<file path="config.mk">
export PLATFORM = sky130hd
export DESIGN_NAME = cond_unit
export DESIGN_NICKNAME = d
export VERILOG_FILES = /design/src/rtl/cond_unit.sv
export SDC_FILE = /design/constraint.sdc
export NUM_CORES = 1
export LEC_CHECK = 0
export CAP_MARGIN = 10
export CORE_MARGIN = 3
export CORE_UTILIZATION = 49
export DETAILED_ROUTE_END_ITERATION = 6
export PLACE_DENSITY = 0.83
export RECOVER_POWER = 50
export SLEW_MARGIN = 40
export SYNTH_ARGS = -nofsm -noshare
export SYNTH_HDL_FRONTEND = slang
export SYNTH_SLANG_ARGS = --single-unit
</file>
<file path="constraint.sdc">
create_clock -name clk -period 4.1 [get_ports clk]
set_input_delay 0.82 -clock clk [delete_from_list [all_inputs] [get_ports clk]]
set_output_delay 0.82 -clock clk [all_outputs]
set_load 0.01 [all_outputs]
</file>
<file path="src/rtl/cond_unit.sv">
// rtl/cond_unit.sv - ARM-style conditional execution unit with flag register and annulled-instruction counter
//
// Ports:
//   clk        in   single clock, rising edge
//   reset      in   asynchronous active-high reset
//   en         in   current instruction valid and not stalled
//   Cond       in   [3:0] condition field of the current instruction
//   ALUFlags   in   [3:0] {N,Z,C,V} produced by the ALU for the current instruction
//   FlagW      in   [1:0] bit1 requests N,Z update; bit0 requests C,V update
//   PCS        in   decoder PC-write request
//   RegW       in   decoder register-write request
//   MemW       in   decoder memory-write request
//   NoWrite    in   compare-type instruction, register write suppressed
//   cnt_clr    in   synchronous clear of the annulled counter
//   PCSrc      out  gated PC write enable
//   RegWrite   out  gated register write enable
//   MemWrite   out  gated memory write enable
//   CondEx     out  condition passed (from registered flags)
//   Flags      out  [3:0] registered {N,Z,C,V}
//   annul_cnt  out  [CNT_W-1:0] saturating count of annulled instructions
module cond_unit #(
    parameter int CNT_W = 16
) (
    input  logic             clk,
    input  logic             reset,
    input  logic             en,
    input  logic [3:0]       Cond,
    input  logic [3:0]       ALUFlags,
    input  logic [1:0]       FlagW,
    input  logic             PCS,
    input  logic             RegW,
    input  logic             MemW,
    input  logic             NoWrite,
    input  logic             cnt_clr,
    output logic             PCSrc,
    output logic             RegWrite,
    output logic             MemWrite,
    output logic             CondEx,
    output logic [3:0]       Flags,
    output logic [CNT_W-1:0] annul_cnt
);

    localparam logic [CNT_W-1:0] CNT_ONE = {{(CNT_W-1){1'b0}}, 1'b1};
    localparam logic [CNT_W-1:0] CNT_MAX = {CNT_W{1'b1}};

    logic flag_n, flag_z, flag_c, flag_v;
    logic executes;
    logic annulled;
    logic nz_we;
    logic cv_we;

    assign flag_n = Flags[3];
    assign flag_z = Flags[2];
    assign flag_c = Flags[1];
    assign flag_v = Flags[0];

    // Condition is judged only against the registered flags, so a flag
    // update from this instruction is visible to the next one at the earliest.
    always_comb begin
        CondEx = 1'b0;
        case (Cond)
            4'b0000: CondEx = flag_z;
            4'b0001: CondEx = ~flag_z;
            4'b0010: CondEx = flag_c;
            4'b0011: CondEx = ~flag_c;
            4'b0100: CondEx = flag_n;
            4'b0101: CondEx = ~flag_n;
            4'b0110: CondEx = flag_v;
            4'b0111: CondEx = ~flag_v;
            4'b1000: CondEx = flag_c & ~flag_z;
            4'b1001: CondEx = ~flag_c | flag_z;
            4'b1010: CondEx = (flag_n == flag_v);
            4'b1011: CondEx = (flag_n != flag_v);
            4'b1100: CondEx = ~flag_z & (flag_n == flag_v);
            4'b1101: CondEx = flag_z | (flag_n != flag_v);
            default: CondEx = 1'b1;
        endcase
    end

    assign executes = en & CondEx;
    assign annulled = en & ~CondEx;
    assign nz_we    = executes & FlagW[1];
    assign cv_we    = executes & FlagW[0];

    // Reset is folded into the enables so nothing escapes while it is held.
    assign PCSrc    = executes & PCS & ~reset;
    assign RegWrite = executes & RegW & ~NoWrite & ~reset;
    assign MemWrite = executes & MemW & ~reset;

    // The two flag groups have independent write enables.
    always_ff @(posedge clk or posedge reset) begin
        if (reset) begin
            Flags <= 4'b0000;
        end else begin
            if (nz_we) begin
                Flags[3:2] <= ALUFlags[3:2];
            end
            if (cv_we) begin
                Flags[1:0] <= ALUFlags[1:0];
            end
        end
    end

    // Clear wins over a same-cycle increment; the count sticks at all-ones.
    always_ff @(posedge clk or posedge reset) begin
        if (reset) begin
            annul_cnt <= '0;
        end else if (cnt_clr) begin
            annul_cnt <= '0;
        end else if (annulled && (annul_cnt != CNT_MAX)) begin
            annul_cnt <= annul_cnt + CNT_ONE;
        end
    end

endmodule
</file>
# Yosys cells after proc, flatten, opt, wreduce, memory -nomap -nowiden
# Cells that the tools add are included.
classes:
  add_sub_neg: 1
  n_eq_ne: 16
  mux: 3
  n_bitwise: 22
  reduce_logical: 3
ops:
  columns: ["op", "n"]
  rows:
  - ["$mux W16", 2]
  - ["$eq A4 B4 Y1 const B", 6]
  - ["$add A16 B1 Y16 const B", 1]
  - ["$eq A4 B3 Y1 const B", 4]
  - ["$ne A16 B16 Y1 const B", 1]
  - ["$pmux W1 S14", 1]
  - ["$and A1 B1 Y1", 13]
  - ["$eq A4 B2 Y1 const B", 2]
  - ["$not A1 Y1", 7]
  - ["$eq A4 B1 Y1 const B", 1]
  - ["$logic_not A4 Y1", 1]
  - ["$or A1 B1 Y1", 2]
  - ["$reduce_bool A2 Y1", 1]
  - ["$eq A1 B1 Y1", 1]
  - ["$logic_and A1 B1 Y1", 1]
  - ["$ne A1 B1 Y1", 1]
word_totals:
  regBits: 20

# Longest topological paths before layout
logic_depth:
  ltp_word: 8
  depth_mapped: 9
  depth_no_buf: 7

# Worst setup path after synthesis
# OpenSTA, ideal clock, no wires.
synth_timing:
  path_kind: "input to output"
  start: "in Cond[0]"
  end: "out RegWrite"
  arrival_time_ns: 2.194
  t_required_ns: 3.280
  path_slack_ns: 1.086
  cell_stages: 6
  path_buffers: 1
  path_cell_list: "buf_2 > or4b_1 > a31oi_1 > o21ai_1 > nand4_1 > and4b_1"
synth_between:
  elab_chain_len: 6
  word_cells_on_any_way: 19
synth_rtl:
  columns: ["item", "line_no", "source"]
  rows:
  - ["from (decl)", "27", "input logic [3:0] Cond,"]
  - ["$eq A4 B4 Y1 (tied with other cells)", "61", "case (Cond)"]
  - ["$pmux W1 S14 (*)", "61", null]
  - ["net CondEx", "38", "output logic CondEx,"]
  - ["$and A1 B1 Y1 (*)", "80", "assign executes = en & CondEx;"]
  - ["$and A1 B1 Y1 (*) (3 in a row)", "87", "assign RegWrite = executes & RegW & ~NoWrite & ~reset;"]
  - ["to (decl)", "36", "output logic RegWrite,"]
# Mark *: on every way through the listed nets, which the timed path passes. The rest lies on a longest branch.

# Worst setup path in the final report
layout_timing:
  start: "in Cond[3]"
  end: "out RegWrite"
layout_between:
  elab_chain_len: 6
  word_cells_on_any_way: 19
layout_rtl:
  columns: ["item", "line_no"]
  rows:
  - ["$eq A4 B4 Y1 (tied with other cells)", "61"]
  - ["$pmux W1 S14 (*)", "61"]
  - ["$and A1 B1 Y1 (*)", "80"]
  - ["$and A1 B1 Y1 (*) (3 in a row)", "87"]
# Mark *: on every way between the ends. The rest lies on a longest branch, timed or not.

==> flow_metrics.env <==
export IMPL_status="finished, final reports clean"
export IMPL_irDropWorstVdd_uv=316
export IMPL_synth_area_per_cell_sq_um=8.98
export IMPL_synth_cell_types=39
export IMPL_ys_flop_type="dfrtp_1"
export IMPL_r2r_start="annul_cnt[1]$_DFFE_PP0P_"
export IMPL_reg2reg_slack_ns=1.47
export IMPL_core_area_sq_um=2500
export IMPL_r2r_cells=8
export IMPL_h_tree_depth=1
export IMPL_holdCritPathClass="reg2reg"
export IMPL_first_iter_violations=56
export IMPL_vias_per_cell=6.16
export IMPL_final_area_sq_um=1770
export IMPL_cts_inserted_buffers=3
export IMPL_synthToLayoutAreaGrowth_pct=34.6
export IMPL_fp_row_count=18
export IMPL_worst_ep_arrival_time_ns=3.13
export IMPL_worst_pin_slew_ns=0.751
export IMPL_finalCritPeriodShare=0.964
export IMPL_synth_top_cell_by_area="dfrtp_1"
export IMPL_dpl_cell_area_sq_um=1740
export IMPL_crit_required_ns=3.28
export IMPL_endpoint_kind="output port"
export IMPL_antenna_left=0
export IMPL_setup_ws_ns=0.149
export IMPL_power_leakage_uw=0.000694
export IMPL_cts_resized=0
export IMPL_initial_core_util=0.525
export IMPL_grt_pass1_wl_um=5670
export IMPL_clock_path_buffers=2
export IMPL_antenna_found_initial=0
export IMPL_setup_worst_path_start="Cond[3]"
export IMPL_clk_pin_slew_ns=0.10
export IMPL_synth_top_cells_by_area="dfrtp_1 38%, or4_1 6.3%, mux2_2 6.0%"
export IMPL_drv_cap=0
export IMPL_fin_setup_tns_ns=0
export IMPL_final_core_util=0.706
export IMPL_synth_fp_nets=165
export IMPL_cts_tree="done"
export IMPL_clockRootBuffer="clkbuf_4"
export IMPL_ys_async_sr_fraction=1.00
export IMPL_grt_max_degree=30
export IMPL_critPathLaunchType="primary input"
export IMPL_crit_fanout=9
export IMPL_wl_um=3320
export IMPL_syn_inst=146
export IMPL_antenna_cells=0
export IMPL_track_usage=0.215
export IMPL_hpwl_um=2380
export IMPL_yosysWarnings=0
export IMPL_numClockSinks=20
export IMPL_fmax_ghz=0.253
export IMPL_setup_viol=0
export IMPL_synth_commonest_cells="20 x dfrtp_1, 12 x a21oi_1, 11 x nand3_1, 11 x or4_1, 10 x o31ai_1"
export IMPL_slew_viol_final=0
export IMPL_synth_edf_count=0
export IMPL_drive_gt1_frac=0.0757
export IMPL_hold_viol=0
export IMPL_die_area_sq_um=3330
export IMPL_min_period_ns=3.95
export IMPL_synth_most_common_cell="dfrtp_1"
export IMPL_crit_type="in2out"
export IMPL_power_density_nw_per_um2=333
export IMPL_first_pass_iters=4
export IMPL_die_w_um=57.7
export IMPL_io_pins=42
export IMPL_maxSlewHeadroom=0.496
export IMPL_fp_dieH_um=57.7
export IMPL_gp_congestion=0.957
export IMPL_grt_overflow=0
export IMPL_fin_nets=206
export IMPL_clk_latency_ns=0.30
export IMPL_synth_area_sq_um=1310
export IMPL_rsz0062_at_grt="no"
export IMPL_synth_top_cell_area_share=0.382
export IMPL_power_uw=588
export IMPL_ys_ff_latch=20
export IMPL_wl_per_cell_um=15.4
export IMPL_drc_errors=0
export IMPL_holdBufCountCts=0
export IMPL_ys_seq_area_frac=0.382
export IMPL_portBuffers=41
export IMPL_r2r_end="annul_cnt[14]$_DFFE_PP0P_"
export IMPL_fin_skew_ns=0.00507
export IMPL_place_ws_ns=0.155
export IMPL_worstSetupEndpoint="RegWrite"
export IMPL_cts_setup_buffers=0
export IMPL_grt_pass1_vias=1279
export IMPL_num_vias=1325
critical path, stage by stage:
cell	delay, ns
clkdlybuf4s50_1	0.62
or4b_1	0.46
a31oi_1	0.16
o21ai_1	0.12
nand4_1	0.21
and4b_1	0.22
clkdlybuf4s50_1	0.53
sequential cells by signal, summed over array words and instances, names as in the netlist:
name / count
annul_cnt: 16
Flags: 4
layer usage:
layer,part of all wire,up-vias,GRT usage
li1,-,643,-
met3,0.081,7,0.0445
met2,0.47,53,0.360
met1,0.43,622,0.267
met5,0,-,0
met4,0.018,0,0.0927
power by group:
part | leakage [uW] | internal (uW) | switching, uW | total, uW
Combinational | 0.000410 | 121 | 118 | 239
Clock | 0.0000138 | 34.3 | 59.7 | 94.0
Sequential | 0.000270 | 220 | 35.4 | 256
Total | 0.000694 | 376 | 213 | 588
per-stage QoR:
step,instances,hold WS (ns)
global placement,212,0.548
floorplan,146,0.581
global route,215,0.624
CTS,215,0.586
finish,215,0.576
detailed placement,212,0.565
final cells by class:
cell class	count	area [sq um]
multi-input combinational	112	749
fill	211	734
sequential	20	500
timing repair buffer	44	433
tap	30	37.5
clock buffer	3	22.5
inverter	6	22.5
placed cells by master (no fill, tap or decap), drive strengths merged, types with 3 or more instances in the layout:
cell,instances
nor2,5
or3,3
clkdlybuf4s50,29
o31ai,10
mux2,7
o21ai,4
and3,3
nor3,3
a21oi,12
or4,11
buf,3
dlygate4sd3,12
nand4,4
inv,5
dfrtp,20
nand2,9
nor2b,4
nor4,3
clkbuf,3
nand3,11
cell families after synthesis:
family	count (synthesis)	share of synthesized area
and+or+nand+nor	68	0.313
xor gates and xnor gates	3	0.0200
DFF	20	0.382
AOI/OAI and AO/OA	32	0.161
buffers and inverters	14	0.0468
muxes	8	0.0678
adders and majority gates	1	0.00954
worst min path at each step:
| stage | from | to | slack (ns) | depth (start not counted) |
|---|---|---|---|---|
| floorplan | annul_cnt[10]$_DFFE_PP0P_ | annul_cnt[10]$_DFFE_PP0P_ | 0.58 | 2 |
| global placement | annul_cnt[10]$_DFFE_PP0P_ | annul_cnt[10]$_DFFE_PP0P_ | 0.55 | 2 |
| detailed placement | annul_cnt[10]$_DFFE_PP0P_ | annul_cnt[10]$_DFFE_PP0P_ | 0.57 | 2 |
| CTS | annul_cnt[10]$_DFFE_PP0P_ | annul_cnt[10]$_DFFE_PP0P_ | 0.59 | 2 |
| global route | annul_cnt[10]$_DFFE_PP0P_ | annul_cnt[10]$_DFFE_PP0P_ | 0.62 | 2 |
| finish | annul_cnt[10]$_DFFE_PP0P_ | annul_cnt[10]$_DFFE_PP0P_ | 0.58 | 2 |
No activity file was read; power rests on OpenSTA's default activity.
